`src/rtl/fft_pkg.sv`:
```
// rtl/fft_pkg.sv - shared FFT constants, complex sample type and round/saturate helper
package fft_pkg;

    localparam int TW_ONE    = 512;
    localparam int TW_FRAC   = 9;
    localparam int TW_ADDR_W = 6;
    localparam int SAMPLE_W  = 16;

    typedef struct packed {
        logic signed [SAMPLE_W-1:0] re;
        logic signed [SAMPLE_W-1:0] im;
    } cplx_t;

    // Round half-up at bit frac-1, drop frac bits, clamp to a w-bit signed range.
    function automatic logic signed [63:0] round_shift_sat(input logic signed [63:0] x,
                                                           input int frac, input int w);
        logic signed [63:0] r;
        logic signed [63:0] hi;
        logic signed [63:0] lo;
        r  = (x + (64'sd1 <<< (frac - 1))) >>> frac;
        hi = (64'sd1 <<< (w - 1)) - 64'sd1;
        lo = -(64'sd1 <<< (w - 1));
        if (r > hi) begin
            r = hi;
        end else if (r < lo) begin
            r = lo;
        end
        return r;
    endfunction

endpackage

```
`src/rtl/cmul_rs.sv`:
```
// rtl/cmul_rs.sv - 3-stage complex multiplier with round/saturate and bypass passthrough
module cmul_rs
    import fft_pkg::*;
#(
    parameter int WIDTH = 16,
    parameter int FRAC  = TW_FRAC
) (
    input  logic                    clock,
    input  logic                    reset_n,
    input  logic                    in_en,
    input  logic                    in_bypass,
    input  logic                    in_last,
    input  logic signed [WIDTH-1:0] in_re,
    input  logic signed [WIDTH-1:0] in_im,
    input  cplx_t                   tw,
    output logic                    out_en,
    output logic                    out_last,
    output logic signed [WIDTH-1:0] out_re,
    output logic signed [WIDTH-1:0] out_im
);

    localparam int PW = WIDTH + 17;

    logic                    s1_en, s1_byp, s1_last;
    logic signed [WIDTH-1:0] s1_re, s1_im;
    logic                    s2_en, s2_byp, s2_last;
    logic signed [WIDTH-1:0] s2_re, s2_im;
    logic signed [PW-1:0]    s2_pr, s2_pi;
    logic signed [PW-1:0]    pr_c, pi_c;

    // Twiddle arrives one cycle after the address, so it pairs with the S1 sample.
    assign pr_c = PW'(s1_re) * PW'(tw.re) - PW'(s1_im) * PW'(tw.im);
    assign pi_c = PW'(s1_re) * PW'(tw.im) + PW'(s1_im) * PW'(tw.re);

    always_ff @(posedge clock or negedge reset_n) begin
        if (!reset_n) begin
            s1_en    <= 1'b0;
            s1_byp   <= 1'b0;
            s1_last  <= 1'b0;
            s1_re    <= '0;
            s1_im    <= '0;
            s2_en    <= 1'b0;
            s2_byp   <= 1'b0;
            s2_last  <= 1'b0;
            s2_re    <= '0;
            s2_im    <= '0;
            s2_pr    <= '0;
            s2_pi    <= '0;
            out_en   <= 1'b0;
            out_last <= 1'b0;
            out_re   <= '0;
            out_im   <= '0;
        end else begin
            s1_en    <= in_en;
            s1_byp   <= in_bypass;
            s1_last  <= in_en & in_last;
            s1_re    <= in_re;
            s1_im    <= in_im;
            s2_en    <= s1_en;
            s2_byp   <= s1_byp;
            s2_last  <= s1_last;
            s2_re    <= s1_re;
            s2_im    <= s1_im;
            s2_pr    <= pr_c;
            s2_pi    <= pi_c;
            out_en   <= s2_en;
            out_last <= s2_last;
            if (s2_en) begin
                out_re <= s2_byp ? s2_re : WIDTH'(round_shift_sat(64'(s2_pr), FRAC, WIDTH));
                out_im <= s2_byp ? s2_im : WIDTH'(round_shift_sat(64'(s2_pi), FRAC, WIDTH));
            end
        end
    end

endmodule

```
`src/rtl/twiddle_mult_stage.sv`:
```
// rtl/twiddle_mult_stage.sv - SDF inter-stage twiddle address generator and multiplier
module twiddle_mult_stage #(
    parameter int WIDTH   = 16,
    parameter int LOG_M   = 6,
    parameter int TW_FRAC = fft_pkg::TW_FRAC
) (
    input  logic                             clock,
    input  logic                             reset_n,
    input  logic                             di_en,
    input  logic signed [WIDTH-1:0]          di_re,
    input  logic signed [WIDTH-1:0]          di_im,
    output logic [fft_pkg::TW_ADDR_W-1:0]    tw_addr,
    input  logic signed [15:0]               tw_re,
    input  logic signed [15:0]               tw_im,
    output logic                             do_en,
    output logic signed [WIDTH-1:0]          do_re,
    output logic signed [WIDTH-1:0]          do_im,
    output logic                             do_last
);

    import fft_pkg::*;

    logic [LOG_M-1:0]     cnt;
    logic [1:0]           sel;
    logic [TW_ADDR_W-1:0] p_ext;
    logic [TW_ADDR_W-1:0] prod;
    cplx_t                tw;

    always_ff @(posedge clock or negedge reset_n) begin
        if (!reset_n) begin
            cnt <= '0;
        end else if (di_en) begin
            cnt <= cnt + LOG_M'(1);
        end
    end

    // At LOG_M=2 there are no position bits, so every factor is unity.
    if (LOG_M > 2) begin : g_pos
        assign p_ext = TW_ADDR_W'(cnt[LOG_M-3:0]);
    end else begin : g_pos_none
        assign p_ext = '0;
    end

    assign sel     = {cnt[LOG_M-2], cnt[LOG_M-1]};
    assign prod    = p_ext * TW_ADDR_W'(sel);
    assign tw_addr = prod << (TW_ADDR_W - LOG_M);
    assign tw      = '{re: tw_re, im: tw_im};

    cmul_rs #(
        .WIDTH (WIDTH),
        .FRAC  (TW_FRAC)
    ) u_cmul (
        .clock     (clock),
        .reset_n   (reset_n),
        .in_en     (di_en),
        .in_bypass (tw_addr == '0),
        .in_last   (cnt == '1),
        .in_re     (di_re),
        .in_im     (di_im),
        .tw        (tw),
        .out_en    (do_en),
        .out_last  (do_last),
        .out_re    (do_re),
        .out_im    (do_im)
    );

endmodule

```
`config.mk`:
```
export PLATFORM = sky130hd
export DESIGN_NAME = twiddle_mult_stage
export DESIGN_NICKNAME = d
export VERILOG_FILES = /design/src/rtl/fft_pkg.sv /design/src/rtl/cmul_rs.sv /design/src/rtl/twiddle_mult_stage.sv
export SDC_FILE = /design/constraint.sdc
export NUM_CORES = 2
export LEC_CHECK = 0
export BUFFER_PORTS_ARGS = -buffer_cell sky130_fd_sc_hd__buf_2
export CORE_MARGIN = 2
export CORE_UTILIZATION = 30
export CTS_CLUSTER_DIAMETER = 40
export DETAILED_ROUTE_END_ITERATION = 16
export HOLD_SLACK_MARGIN = 0.02
export SYNTH_ARGS = -nofsm -noshare
export SYNTH_HDL_FRONTEND = slang
export SYNTH_SLANG_ARGS = --single-unit
```
`constraint.sdc`:
```
create_clock -name clock -period 11.3 [get_ports clock]
set_clock_uncertainty 0.1 [all_clocks]
set_input_delay 2.26 -clock clock [delete_from_list [all_inputs] [get_ports clock]]
set_output_delay 2.26 -clock clock [all_outputs]
set_load 0.01 [all_outputs]
```
==> impl_summary.md <==
Outcome
The flow ran to the end, and the final reports show no timing, DRC or antenna violations.

Timing
Setup total negative slack on the finished layout was measured at 0 ps. The minimum period implied by the final worst setup slack is 10310 ps. Headroom to the max-slew limit came out at 0.225. Dividing the final minimum period by the clock period gives 0.913. The transition time at the pin with the least slew margin is 1160 ps. The worst hold margin is 250 ps. Setup repair after global routing left no endpoint under its margin.

The setup violation total in the final timing report is 0. The number of pins exceeding their max-slew limit in the final report was 0. The maximum clock rate is 97.0 MHz.

The hold violation total from the final report is 0.

Critical path
On the critical path the largest part of the delay comes from adder cells. The launch instance of the worst register-to-register path is u_cmul.s1_im[6]. STA classifies the critical path endpoint as a flop. For this design, the slowest cell found on the critical path is sky130_fd_sc_hd__a2111oi_0. Together, buffers and inverters on the worst path number 5. The library cell appearing most often on the critical path is sky130_fd_sc_hd__fa_1.

STA classifies the critical path startpoint as an input pin. Counting buffers and inverters, the worst setup path is 31 cells deep. The delay of the slowest cell on the worst path is 680 ps. In this run the worst setup path begins at tw_re[4]. Of all nets on the critical path, the largest fanout is 32. The critical path in this run is classified as input pin to flop.

The length in cells of the worst reg-to-reg path is 32. For the worst setup path, the data arrival time is 10630 ps. The required time at the endpoint of the critical path is 11620 ps.

Route
After detailed routing, the average wire length per cell comes to 16.6 um. Before antenna repair, the detailed router went through 5 iterations. The violation count after the first detailed-routing iteration is 1843. The remaining routing DRC violations is 0.

The ratio of routed vias to standard cells is 4.64. The detail route stage leaves a number of antenna-violating nets equal to 0. The final layout contains routed wiring with a total length of 120000 um. Across all layers, the routed design uses 33600 vias.

Hold path
The min-delay analysis places its worst path in the category flop to flop. The hold path depth is 0. The startpoint identified for the worst hold timing path is u_cmul.s1_last.

Placed design
The count of buffers added on input and output ports is 106. Once detailed placement completed, the half-perimeter wirelength came to 97700 um. Routability-driven placement finished with a final weighted congestion of 0.848.

Clocking
The later pin in the worst-skew pair is clocked with a latency of 500 ps. The TritonCTS buffer count is 17. The post-cts sizing count is 0.

In this run the number of H-tree levels came out at 4. The root cell of the clock tree is sky130_fd_sc_hd__clkbuf_16. TritonCTS built the clock tree.

The post-cts hold buffer count is 0. The longest clock path from root to sink contains 2 buffers. The clock-pin slew of the registers on the worst-case setup and hold paths is 70 ps.

The number of buffers added for setup after CTS is 0. The sink count of the clock tree is 160.

Flow run
The max-cap check violation count is 0.

Yosys
The number of enable flip-flop cells after synthesis is 0. The mapped netlist covers 47500 um2. The number of nets produced by synthesis is 6682. For this run, the leading register cell type out of synthesis is sky130_fd_sc_hd__dfrtp_1.

A synthesized cell averages 9.19 um2. Of the synthesized area, sequential elements account for 0.0843. The synthesized netlist contains 74 unique library cells. The instance count of the mapped netlist is 5170.

Synthesis inferred 160 register bits. The share of synthesized registers carrying an async set or reset is 1.00. The Yosys step of the flow raised 0 warnings.

Cells and area
The most common cell after layout, fill and taps aside is sky130_fd_sc_hd__inv_1. The top cell types in the final layout, fill and taps aside, are sky130_fd_sc_hd__inv_1, sky130_fd_sc_hd__fa_1, sky130_fd_sc_hd__nand2_1. Compared with the post-synthesis result, the final layout area differs by 7.35%. Measured on the finished design, the core utilization comes to 0.323. In the final layout, the share of cells above drive strength 1 is 0.0470.

The final net count is 6666.

GRT
Entering global routing, the biggest net connects 92 pins. The combined global-route utilization of all metal layers is 0.156. The via count of the first global-routing pass is 36500. The total overflow left after global routing is 0. The number of antenna violations at the first check in global routing is 22.

The first global-routing pass estimated 198000 um of wire.

Floorplan
The initial utilization of the core area, before any placement, comes to 0.301. The area of the die is 162000 um2. The floorplan has 146 rows. The width of the chip is 402 um. The number of ports placed on the die boundary is 107. The height of the die is 402 um. The region available for standard cell placement spans 158000 um2.
[stage by stage]
stage | instance area, um2 | std cells | worst slack [ps]
3_5_place_dp | 50400 | 7207 | 538
2_1_floorplan | 47500 | 5170 | 1590
4_1_cts | 51000 | 7239 | 1070
5_1_grt | 51000 | 7240 | 356
6_report | 51000 | 7245 | 988
3_3_place_gp | 50400 | 7207 | 739
[final timing paths]
kind / end / slack [ps]
setup / recovery: u_cmul.s2_pi[31] / 990
hold / removal: u_cmul.s2_last / 250
setup reg to reg: u_cmul.s2_pi[31] / 1880
hold reg to reg: u_cmul.s2_last / 250
max in group asynchronous: u_cmul.s2_en / 8040
min in group asynchronous: u_cmul.s2_pi[31] / 1660
[final cells by class]
cell class / count / area, um2
clock inverters: 14 / 195
fillers: 16400 / 107000
multi-input cells: 3605 / 38200
clock buffers: 18 / 429
inverters: 1193 / 4480
flip-flops and latches: 160 / 4010
well taps: 2072 / 2590
diodes: 6 / 15.0
repair buffers: 177 / 1070
[flip-flops by register name, indices dropped and copies added (netlist names)]
register         flops
u_cmul.out_en        1
u_cmul.s1_last       1
u_cmul.s1_im        16
u_cmul.out_im       16
u_cmul.out_re       16
u_cmul.s2_im        16
u_cmul.s2_last       1
u_cmul.s1_re        16
u_cmul.s2_en         1
u_cmul.s2_pi        25
u_cmul.s1_en         1
u_cmul.s2_byp        1
u_cmul.s2_pr        25
u_cmul.out_last      1
cnt                  6
u_cmul.s1_byp        1
u_cmul.s2_re        16
[kinds of logic after synthesis]
kind of cell / Yosys count / share of synthesized area
buffers and inverters: 1405 / 0.112
flip-flops: 160 / 0.0843
XOR/XNOR: 211 / 0.0389
AND/OR/NAND/NOR: 1480 / 0.155
multiplexers: 7 / 0.00166
AO/OA/AOI/OAI: 462 / 0.0622
adder cells (fa/ha/maj): 1445 / 0.546
[synthesized netlist by cell type, types with 6 or more instances]
| cell type | n | area share |
|---|---|---|
| sky130_fd_sc_hd__inv_1 | 1193 | 0.094 |
| sky130_fd_sc_hd__fa_1 | 1049 | 0.44 |
| sky130_fd_sc_hd__nand2_1 | 571 | 0.045 |
| sky130_fd_sc_hd__and2_1 | 495 | 0.065 |
| sky130_fd_sc_hd__ha_1 | 396 | 0.10 |
| sky130_fd_sc_hd__clkbuf_1 | 205 | 0.016 |
| sky130_fd_sc_hd__nor2_1 | 165 | 0.013 |
| sky130_fd_sc_hd__dfrtp_1 | 160 | 0.084 |
| sky130_fd_sc_hd__xnor2_1 | 142 | 0.026 |
| sky130_fd_sc_hd__a21oi_1 | 138 | 0.015 |
| sky130_fd_sc_hd__o21ai_0 | 101 | 0.011 |
| sky130_fd_sc_hd__xor2_1 | 69 | 0.013 |
| sky130_fd_sc_hd__a21o_1 | 54 | 0.0085 |
| sky130_fd_sc_hd__nand3_1 | 47 | 0.0050 |
| sky130_fd_sc_hd__nand2b_1 | 44 | 0.0058 |
| sky130_fd_sc_hd__nor3_1 | 44 | 0.0046 |
| sky130_fd_sc_hd__o21bai_1 | 24 | 0.0038 |
| sky130_fd_sc_hd__nand4_1 | 21 | 0.0028 |
| sky130_fd_sc_hd__a31oi_1 | 19 | 0.0025 |
| sky130_fd_sc_hd__and3_1 | 18 | 0.0024 |
| sky130_fd_sc_hd__a211o_1 | 17 | 0.0031 |
| sky130_fd_sc_hd__nand3b_1 | 17 | 0.0027 |
| sky130_fd_sc_hd__nor2b_1 | 17 | 0.0022 |
| sky130_fd_sc_hd__o21a_1 | 17 | 0.0027 |
| sky130_fd_sc_hd__o211ai_1 | 16 | 0.0025 |
| sky130_fd_sc_hd__or3_1 | 14 | 0.0018 |
| sky130_fd_sc_hd__a211oi_1 | 12 | 0.0019 |
| sky130_fd_sc_hd__or2_2 | 8 | 0.0011 |
| sky130_fd_sc_hd__a21boi_0 | 7 | 0.0011 |
| sky130_fd_sc_hd__o31a_1 | 6 | 0.0011 |
[layer usage]
metal	vias up	wire (um)	track usage
met5	-	148	0
met4	22	5510	0.0680
met3	152	6170	0.0228
met2	723	57700	0.259
met1	17300	50700	0.201
li1	15400	-	-
Power is not shown: default switching activity piles up to over one toggle a cycle in this logic, so the estimate is an artifact.
